**config.mk**
```make
export PLATFORM = sky130hd
export DESIGN_NAME = serial_subtractor_ctrl_flat
export DESIGN_NICKNAME = d
export VERILOG_FILES = /design/src/rtl/serial_subtractor_ctrl_if.sv /design/src/rtl/serial_subtractor_ctrl.sv /design/src/flat_wrapper.sv
export SDC_FILE = /design/constraint.sdc
export NUM_CORES = 1
export LEC_CHECK = 0
export ABC_CLOCK_PERIOD_IN_PS = 1600
export CORE_MARGIN = 3
export CORE_UTILIZATION = 46
export DETAILED_ROUTE_END_ITERATION = 10
export GPL_ROUTABILITY_DRIVEN = 0
export PLACE_DENSITY = 0.74
export SETUP_SLACK_MARGIN = 0.5
export SYNTH_ARGS = -nofsm -noshare
export SYNTH_HDL_FRONTEND = slang
export SYNTH_SLANG_ARGS = --single-unit
```
**constraint.sdc**
```tcl
create_clock -name clk -period 1.6 [get_ports clk]
set_input_delay 0.16 -clock clk [delete_from_list [all_inputs] [get_ports clk]]
set_output_delay 0.16 -clock clk [all_outputs]
set_load 0.01 [all_outputs]
```
**src/rtl/serial_subtractor_ctrl_if.sv**
```systemverilog
// ---------------------------------------------------------------------------
// serial_subtractor_ctrl_if
// Request/response bundle for the bit-serial subtractor.
//   start  request; only looked at while the subtractor is idle
//   a, b   minuend / subtrahend, captured with an accepted start
//   bin    initial borrow-in, captured with an accepted start
//   busy   subtractor is computing or presenting a result
//   done   one-cycle pulse, diff/bout valid
//   diff   a - b - bin modulo 2^WIDTH
//   bout   final borrow-out (1 when a < b + bin, unsigned)
// master: the requester side; slave: the subtractor side.
// ---------------------------------------------------------------------------
interface serial_subtractor_ctrl_if #(
   parameter int WIDTH = 8
);
   logic             start;
   logic [WIDTH-1:0] a;
   logic [WIDTH-1:0] b;
   logic             bin;
   logic             busy;
   logic             done;
   logic [WIDTH-1:0] diff;
   logic             bout;

   modport master (
      output start,
      output a,
      output b,
      output bin,
      input  busy,
      input  done,
      input  diff,
      input  bout
   );

   modport slave (
      input  start,
      input  a,
      input  b,
      input  bin,
      output busy,
      output done,
      output diff,
      output bout
   );
endinterface

```
**src/rtl/serial_subtractor_ctrl.sv**
```systemverilog
// ---------------------------------------------------------------------------
// serial_subtractor_ctrl
// Bit-serial WIDTH-bit subtractor: {bout,diff} = a - b - bin, computed LSB
// first through a single 1-bit full-subtractor cell, one bit per clock.
// Ports:
//   clk   rising-edge clock
//   rst   synchronous active-high reset, overrides everything
//   bus   serial_subtractor_ctrl_if.slave (start/a/b/bin in,
//         busy/done/diff/bout out)
// Timing: a start accepted at edge E runs the cell on edges E+1..E+WIDTH;
// done is high in the cycle after edge E+WIDTH. Starts seen while busy are
// dropped. All outputs come straight from registers.
// ---------------------------------------------------------------------------

// One-bit full subtractor: {bout,d} = a - b - bin.
module full_subtractor_cell (
   input  logic a,
   input  logic b,
   input  logic bin,
   output logic d,
   output logic bout
);
   assign d    = a ^ b ^ bin;
   // Borrow when b+bin exceeds a: either a=0 with b=1, or a==b with a
   // pending borrow.
   assign bout = (~a & b) | (~(a ^ b) & bin);
endmodule

module serial_subtractor_ctrl #(
   parameter int WIDTH = 8
) (
   input  logic                      clk,
   input  logic                      rst,
   serial_subtractor_ctrl_if.slave   bus
);
   localparam int CNT_W = (WIDTH > 1) ? $clog2(WIDTH) : 1;
   localparam logic [CNT_W-1:0] LAST_BIT = CNT_W'(WIDTH - 1);

   localparam logic [1:0] IDLE = 2'd0;
   localparam logic [1:0] RUN  = 2'd1;
   localparam logic [1:0] DONE = 2'd2;

   logic [1:0]       state_reg,   state_next;
   logic [CNT_W-1:0] cnt_reg,     cnt_next;
   logic [WIDTH-1:0] sa_reg,      sa_next;
   logic [WIDTH-1:0] sb_reg,      sb_next;
   logic             borrow_reg,  borrow_next;
   // Holds the WIDTH-1 result bits produced so far; the last bit comes
   // straight from the cell on the final edge, so one bit less is enough.
   logic [WIDTH-2:0] diff_sr_reg, diff_sr_next;
   logic [WIDTH-1:0] diff_reg,    diff_next;
   logic             bout_reg,    bout_next;

   logic             cell_d;
   logic             cell_bout;
   logic [WIDTH-1:0] shift_full;

   full_subtractor_cell u_cell (
      .a    (sa_reg[0]),
      .b    (sb_reg[0]),
      .bin  (borrow_reg),
      .d    (cell_d),
      .bout (cell_bout)
   );

   // New bit enters at the MSB; after WIDTH shifts bit 0 is the LSB result.
   assign shift_full = {cell_d, diff_sr_reg};

   always_comb begin
      state_next   = state_reg;
      cnt_next     = cnt_reg;
      sa_next      = sa_reg;
      sb_next      = sb_reg;
      borrow_next  = borrow_reg;
      diff_sr_next = diff_sr_reg;
      diff_next    = diff_reg;
      bout_next    = bout_reg;

      case (state_reg)
         IDLE: begin
            if (bus.start) begin
               sa_next      = bus.a;
               sb_next      = bus.b;
               borrow_next  = bus.bin;
               cnt_next     = '0;
               diff_sr_next = '0;
               state_next   = RUN;
            end
         end

         RUN: begin
            sa_next      = sa_reg >> 1;
            sb_next      = sb_reg >> 1;
            borrow_next  = cell_bout;
            diff_sr_next = shift_full[WIDTH-1:1];
            cnt_next     = cnt_reg + CNT_W'(1);
            if (cnt_reg == LAST_BIT) begin
               // Publish only the complete word so partial shifts never
               // reach diff.
               diff_next  = shift_full;
               bout_next  = cell_bout;
               cnt_next   = '0;
               state_next = DONE;
            end
         end

         DONE: begin
            state_next = IDLE;
         end

         default: begin
            state_next = IDLE;
         end
      endcase
   end

   always_ff @(posedge clk) begin
      if (rst) begin
         state_reg   <= IDLE;
         cnt_reg     <= '0;
         sa_reg      <= '0;
         sb_reg      <= '0;
         borrow_reg  <= 1'b0;
         diff_sr_reg <= '0;
         diff_reg    <= '0;
         bout_reg    <= 1'b0;
      end else begin
         state_reg   <= state_next;
         cnt_reg     <= cnt_next;
         sa_reg      <= sa_next;
         sb_reg      <= sb_next;
         borrow_reg  <= borrow_next;
         diff_sr_reg <= diff_sr_next;
         diff_reg    <= diff_next;
         bout_reg    <= bout_next;
      end
   end

   assign bus.busy = (state_reg == RUN) || (state_reg == DONE);
   assign bus.done = (state_reg == DONE);
   assign bus.diff = diff_reg;
   assign bus.bout = bout_reg;
endmodule

```
**src/flat_wrapper.sv**
```systemverilog
// flat-port wrapper written by rule: the top's interface ports become plain ports
module serial_subtractor_ctrl_flat 
#(
   parameter int WIDTH = 8
)
  (clk, rst, bus_start, bus_a, bus_b, bus_bin, bus_busy, bus_done, bus_diff, bus_bout);
  serial_subtractor_ctrl_if #(.WIDTH(WIDTH)) bus_i ();
  input  logic clk;
  input  logic rst;
  input wire logic [$bits(bus_i.start)-1:0] bus_start;
  input wire logic [$bits(bus_i.a)-1:0] bus_a;
  input wire logic [$bits(bus_i.b)-1:0] bus_b;
  input wire logic [$bits(bus_i.bin)-1:0] bus_bin;
  output wire logic [$bits(bus_i.busy)-1:0] bus_busy;
  output wire logic [$bits(bus_i.done)-1:0] bus_done;
  output wire logic [$bits(bus_i.diff)-1:0] bus_diff;
  output wire logic [$bits(bus_i.bout)-1:0] bus_bout;
  assign bus_i.start = bus_start;
  assign bus_i.a = bus_a;
  assign bus_i.b = bus_b;
  assign bus_i.bin = bus_bin;
  assign bus_busy = bus_i.busy;
  assign bus_done = bus_i.done;
  assign bus_diff = bus_i.diff;
  assign bus_bout = bus_i.bout;
  serial_subtractor_ctrl #(.WIDTH(WIDTH)) u_core (.clk(clk), .rst(rst), .bus(bus_i));
endmodule
```
Word-level counts from Yosys, hierarchy flattened. Index checks and enable logic that the tools add are counted.

Add/sub/neg operators: 1. $mul: 0. Divide/modulo/power cells: 0. Magnitude comparators: 0. Eq/ne operators: 5. Shift-type cells: 0. Mux-type cells: 14. Bitwise logic cells: 7. Reduce and logical (&&, ||, !) cells: 6.

Operator list (number): 8-bit one-hot mux with 2 select lines (2); 8-bit 2-to-1 mux (2); 7-bit one-hot mux with 2 select lines (1); 7-bit 2-to-1 mux (1); 3-bit 2-to-1 mux (2); 3-bit one-hot mux with 2 select lines (1); 2-bit AND reduction (3); 2-bit 2-to-1 mux (2); 2-bit one-hot mux with 2 select lines (1); 3-bit by 1-bit adder with 3-bit output, second input constant (1); 3-bit == test, second input constant (1); 1-bit AND (2); 2-bit by 1-bit == test with 1-bit output, second input constant (1); 2-bit == test, second input constant (1); 2-bit logical NOT (1); 2-bit by 1-bit inequality test with 1-bit output, second input constant (1); 2-bit inequality test, second input constant (1); 1-bit inverter (2); 1-bit one-hot mux with 2 select lines (1); 2-bit nonzero test (1); 1-bit XOR (2); 1-bit logical OR (1); 1-bit 2-to-1 mux (1); 1-bit OR (1).

Flip-flop bits (word level): 38. Bits in latches: 0. Bits in writable memories: 0. Memory bits (read-only): 0. Input port bits: 20. Output and inout bits: 11. Logic and storage cells: 41. Memories: 0.

Depth between registers and ports, before layout.
Depth after elaboration: 5. Mapped depth: 7. Gate-level depth less buffers: 5.

Cells and area by module. Synthesis repeated with hierarchy kept, for this count alone.

Cell total of the unflattened synthesis: 174. Area total of the unflattened synthesis: 1702.9 sq um.

By module, submodules not included: serial_subtractor_ctrl (times used 1, cells each 170, area an instance 1671.6 sq um, sequential area each 760.7 sq um); full_subtractor_cell (times used 1, cells each 4, area an instance 31.3 sq um, sequential area each 0.0 sq um).

Worst setup path after synthesis. OpenSTA, ideal clock, no wires.

Kind: register to register. Start point: reg u_core.state_reg[0]. End point: reg u_core.sa_reg[3]. Library setup time: 0.137 ns. Data arrival time: 1.322 ns. Data required time: 1.463 ns. Path slack: 0.142 ns. Stages on the path, launching flop included: 8. Buffers on the path: 2. Period minus slack after synthesis: 1.458 ns. Cell sequence: dfxtp_1 -> inv_1 -> ha_1 -> buf_6 -> mux2_4 -> buf_4 -> nor2_1 -> a211oi_1.

Word-level cells in the longest chain between the ends: 3.

RTL lines: from (decl) (RTL line serial_subtractor_ctrl.sv:43) `logic [1:0] state_reg, state_next;`; from (signal assigned) (RTL line serial_subtractor_ctrl.sv:128) `state_reg <= state_next;`; 2-bit by 1-bit == test with 1-bit output or 2-bit logical NOT (tied branches) (RTL line serial_subtractor_ctrl.sv:79) `case (state_reg)`; 2-bit nonzero test (no line) or 2-bit inequality test (tied branches); 2-bit AND reduction (no line); to (signal assigned) (RTL line serial_subtractor_ctrl.sv:130) `sa_reg <= sa_next;`; to (decl) (RTL line serial_subtractor_ctrl.sv:45) `logic [WIDTH-1:0] sa_reg, sa_next;`.

Several ways; a longest one is shown, not always the timed one. A chain may end at the register's enable or synchronous reset.

Worst setup path in the final report.
Start point: reg u_core.state_reg[1]. End point: reg u_core.diff_sr_reg[5].

Word-level cells in the longest chain between the ends: 3.

RTL lines: 2-bit by 1-bit == test with 1-bit output or 2-bit logical NOT (tied branches) (RTL line serial_subtractor_ctrl.sv:79); 2-bit nonzero test (no line) or 2-bit inequality test (tied branches); 2-bit AND reduction (no line); to (signal assigned) (RTL line serial_subtractor_ctrl.sv:133) `diff_sr_reg <= diff_sr_next;`; to (decl) (RTL line serial_subtractor_ctrl.sv:50) `logic [WIDTH-2:0] diff_sr_reg, diff_sr_next;`.

Several ways; a longest one is shown, not always the timed one.

==> impl_metrics.tcl <==
set metrics [dict create \
    run_status "finished, final reports clean" \
    cts.reportedPaths.clkPinSlew_ps 80 \
    synth_top_cells_by_area "sky130_fd_sc_hd__dfxtp_1 45%, sky130_fd_sc_hd__mux2i_1 11%, sky130_fd_sc_hd__a211oi_1 6.2%" \
    antenna_left 0 \
    worstHoldPathCells 3 \
    yosys_most_used_dff "sky130_fd_sc_hd__dfxtp_1" \
    critical_path.startpoint_type "flop" \
    area_delta_synth_final_pct 62.0 \
    critPathLaunch "u_core.state_reg[1]" \
    worst_pin_slew_ps 231 \
    route.vias.total 1590 \
    avgSynthCellArea_sq_um 9.36 \
    maximum_level_of_the_cts_h_tree 2 \
    synthDominantAreaCellType "sky130_fd_sc_hd__dfxtp_1" \
    netlist-cell-type-count 26 \
    synth-edff-count 0 \
    timing.clock.skew_ps 7.38 \
    post_drt_via_cell_ratio 5.64 \
    critical_path_s_largest_stage_delay_ps 350 \
    cp_top_family "buffers and inverters" \
    postSynthCellCount 181 \
    max_clock_freq_mhz 669 \
    tritoncts "yes" \
    final_min_period_over_clock_period 0.934 \
    required_ps 1780 \
    ys_seq_area_frac 0.449 \
    detailedRoute.firstPassIterationCount 4 \
    final_nets 261 \
    asyncSetResetFlopFracSynth 0 \
    rsz0062_at_grt "true" \
    cts_buffers 5 \
    grt-ovfl-total 0 \
    drt-total-wl_um 5240 \
    critical_path.cell_chain "inv_2 > ha_4 > buf_4 > bufbuf_16 > a32oi_2 > a21oi_1" \
    die_y_um 66.7 \
    grt_first_pass_wirelength_um 7760 \
    worst-r2r-cell-count 6 \
    maxCapViolations 0 \
    synth_common_cells "38 x sky130_fd_sc_hd__dfxtp_1, 23 x sky130_fd_sc_hd__nor2_1, 21 x sky130_fd_sc_hd__nand2_1" \
    syn_nets 207 \
    numClockSinks 38 \
    critical_path.reg2reg.endpoint "u_core.diff_sr_reg[5]" \
    cp_max_fo 10 \
    setup_violations 0 \
    final_core_util 0.798 \
    first_global_vias 1615 \
    clock_latency_on_the_worst_skew_pair_ps 300 \
    port-buffer-count 30 \
    hold_path.class "input pin to flop" \
    routedWlPerCell_um 18.6 \
    reg2reg_slack_ps 110 \
    fp.coreArea_sq_um 3440 \
    synthesis.area_sq_um 1690 \
    layout-drive-gt1-share 0.466 \
    synth.ff_latch_count 38 \
    setup_tns_ps 0 \
    whs_ps 446 \
    warnings_from_yosys 0 \
    initial_core_util 0.492 \
    cell_pwr_density_nw_per_um2 889 \
    hold_viol 0 \
    finalWorstPathRequiredPeriod_ps 1490 \
    synth_most_common_cell "sky130_fd_sc_hd__dfxtp_1" \
    fraction_of_post_synthesis_cell_area_in_the_top_cell_type_by_area 0.449 \
    report.final.slew_viol_count 0 \
    min-delay-start "bus_a[7]" \
    initial_antenna_violation_count 0 \
    grt_max_degree 39 \
    design.portCount 31 \
    static_leakage_nw 1.03 \
    n_antenna_cell 0 \
    report.power.total_mw 2.44 \
    worst_flop_to_flop_path_startpoint "u_core.state_reg[1]" \
    dp_hpwl_um 2610 \
    hold-path-endpoint "u_core.sa_reg[7]" \
    final_cell_count_no_fill 282 \
    timing.setup.critical_path_class "flop to flop" \
    arrival_ps 1670 \
    postCtsHoldBufs 0 \
    die_x_um 66.7 \
    max-slew-margin-rel 0.841 \
    place.detailed.instances 251 \
    core.rowCount 21 \
    track_usage 0.236 \
    worst_ir_drop_vdd_v 0.000602 \
    ctsLongestPathBuffers 2 \
    critical_path.n_buffers_inverters 3 \
    fp.dieArea_sq_um 4450 \
    remaining_drc_errors 0 \
    drt-initial-drc-count 66 \
    cp-end-kind "flop" \
    slowest_stage "sky130_fd_sc_hd__dfxtp_2" \
    root_buffer_selected_by_cts "sky130_fd_sc_hd__clkbuf_8" \
]
final cells by class:
class                           instances  area [sq um]
Clock buffer                            6          82.6
Tap cell                               46          57.6
Sequential cell                        38           771
Clock inverter                          2          12.5
Inverter                                5          21.3
Timing Repair Buffer                   59           642
Fill cell                             198           697
Multi-Input combinational cell        126          1160
worst max path at each step:
stage          cells after the start  slack (ps)                     to
3_3_place_gp                       4         160  u_core.diff_sr_reg[6]
3_5_place_dp                       5          80       u_core.sb_reg[6]
2_1_floorplan                      7         230       u_core.sb_reg[5]
4_1_cts                            5         200       u_core.sa_reg[5]
5_1_grt                            6          50       u_core.sb_reg[1]
6_report                           6         110  u_core.diff_sr_reg[5]
cells in the final DEF, fill, tap and decap left out, types with 4 or more instances in the layout:
master                             n
sky130_fd_sc_hd__a21oi_2           6
sky130_fd_sc_hd__mux2i_1          16
sky130_fd_sc_hd__ha_4              5
sky130_fd_sc_hd__a211oi_2         12
sky130_fd_sc_hd__nand2_1          15
sky130_fd_sc_hd__a32oi_2           7
sky130_fd_sc_hd__nor2_4            4
sky130_fd_sc_hd__buf_4            15
sky130_fd_sc_hd__dfxtp_1          32
sky130_fd_sc_hd__nor2_2            8
sky130_fd_sc_hd__dfxtp_2           5
sky130_fd_sc_hd__buf_6            10
sky130_fd_sc_hd__a21oi_1          11
sky130_fd_sc_hd__clkdlybuf4s50_1  19
sky130_fd_sc_hd__clkbuf_8          6
sky130_fd_sc_hd__nand2_2           4
sky130_fd_sc_hd__clkdlybuf4s15_1   5
sky130_fd_sc_hd__nor2_1           11
what timing repair did:
item                                    CTS  global route
buffers inserted                         17             2
gates cloned                              3             1
resized for setup                        58            42
pin swaps                                24            16
endpoints found under the hold margin     0             0
endpoints found under the setup margin   49            46
logic make-up (layout without fill, tap and decap cells):
family	Yosys count	in the layout	synth area share
buf+inv	18	72	0.0620
mux	20	20	0.123
fa+ha+maj	6	6	0.0487
flops	38	38	0.449
compound gates	41	41	0.168
simple gates	58	59	0.148
where the power goes:
part           internal [mW]  total, mW  switching, mW
registers               1.00       1.05         0.0513
logic                  0.365      0.677          0.312
clock network          0.346      0.709          0.362
total                   1.71       2.44          0.726
worst register-to-register path: cells and delay by family (launching register included):
family,cells,cell delay [ps]
AOI/OAI and AO/OA,2,350
buffers and inverters,3,480
adders and majority gates,1,190
DFF,1,350
per-stage QoR:
stage | area (sq um) | worst slack (ps)
after floorplan | 1780 | 227
after global placement | 2120 | 159
after detailed placement | 2120 | 76.9
after CTS | 2540 | 204
after global routing | 2750 | 45.0
final | 2750 | 106
routing by layer:
metal,wire length (um),share of wire,up-vias,GRT usage
met1,2150,0.41,780,0.262
met4,241,0.046,0,0.112
met3,204,0.039,21,0.0438
met2,2650,0.51,46,0.427
met5,0,0,-,0
li1,-,-,743,-
No activity file was read; power rests on OpenSTA's default activity.
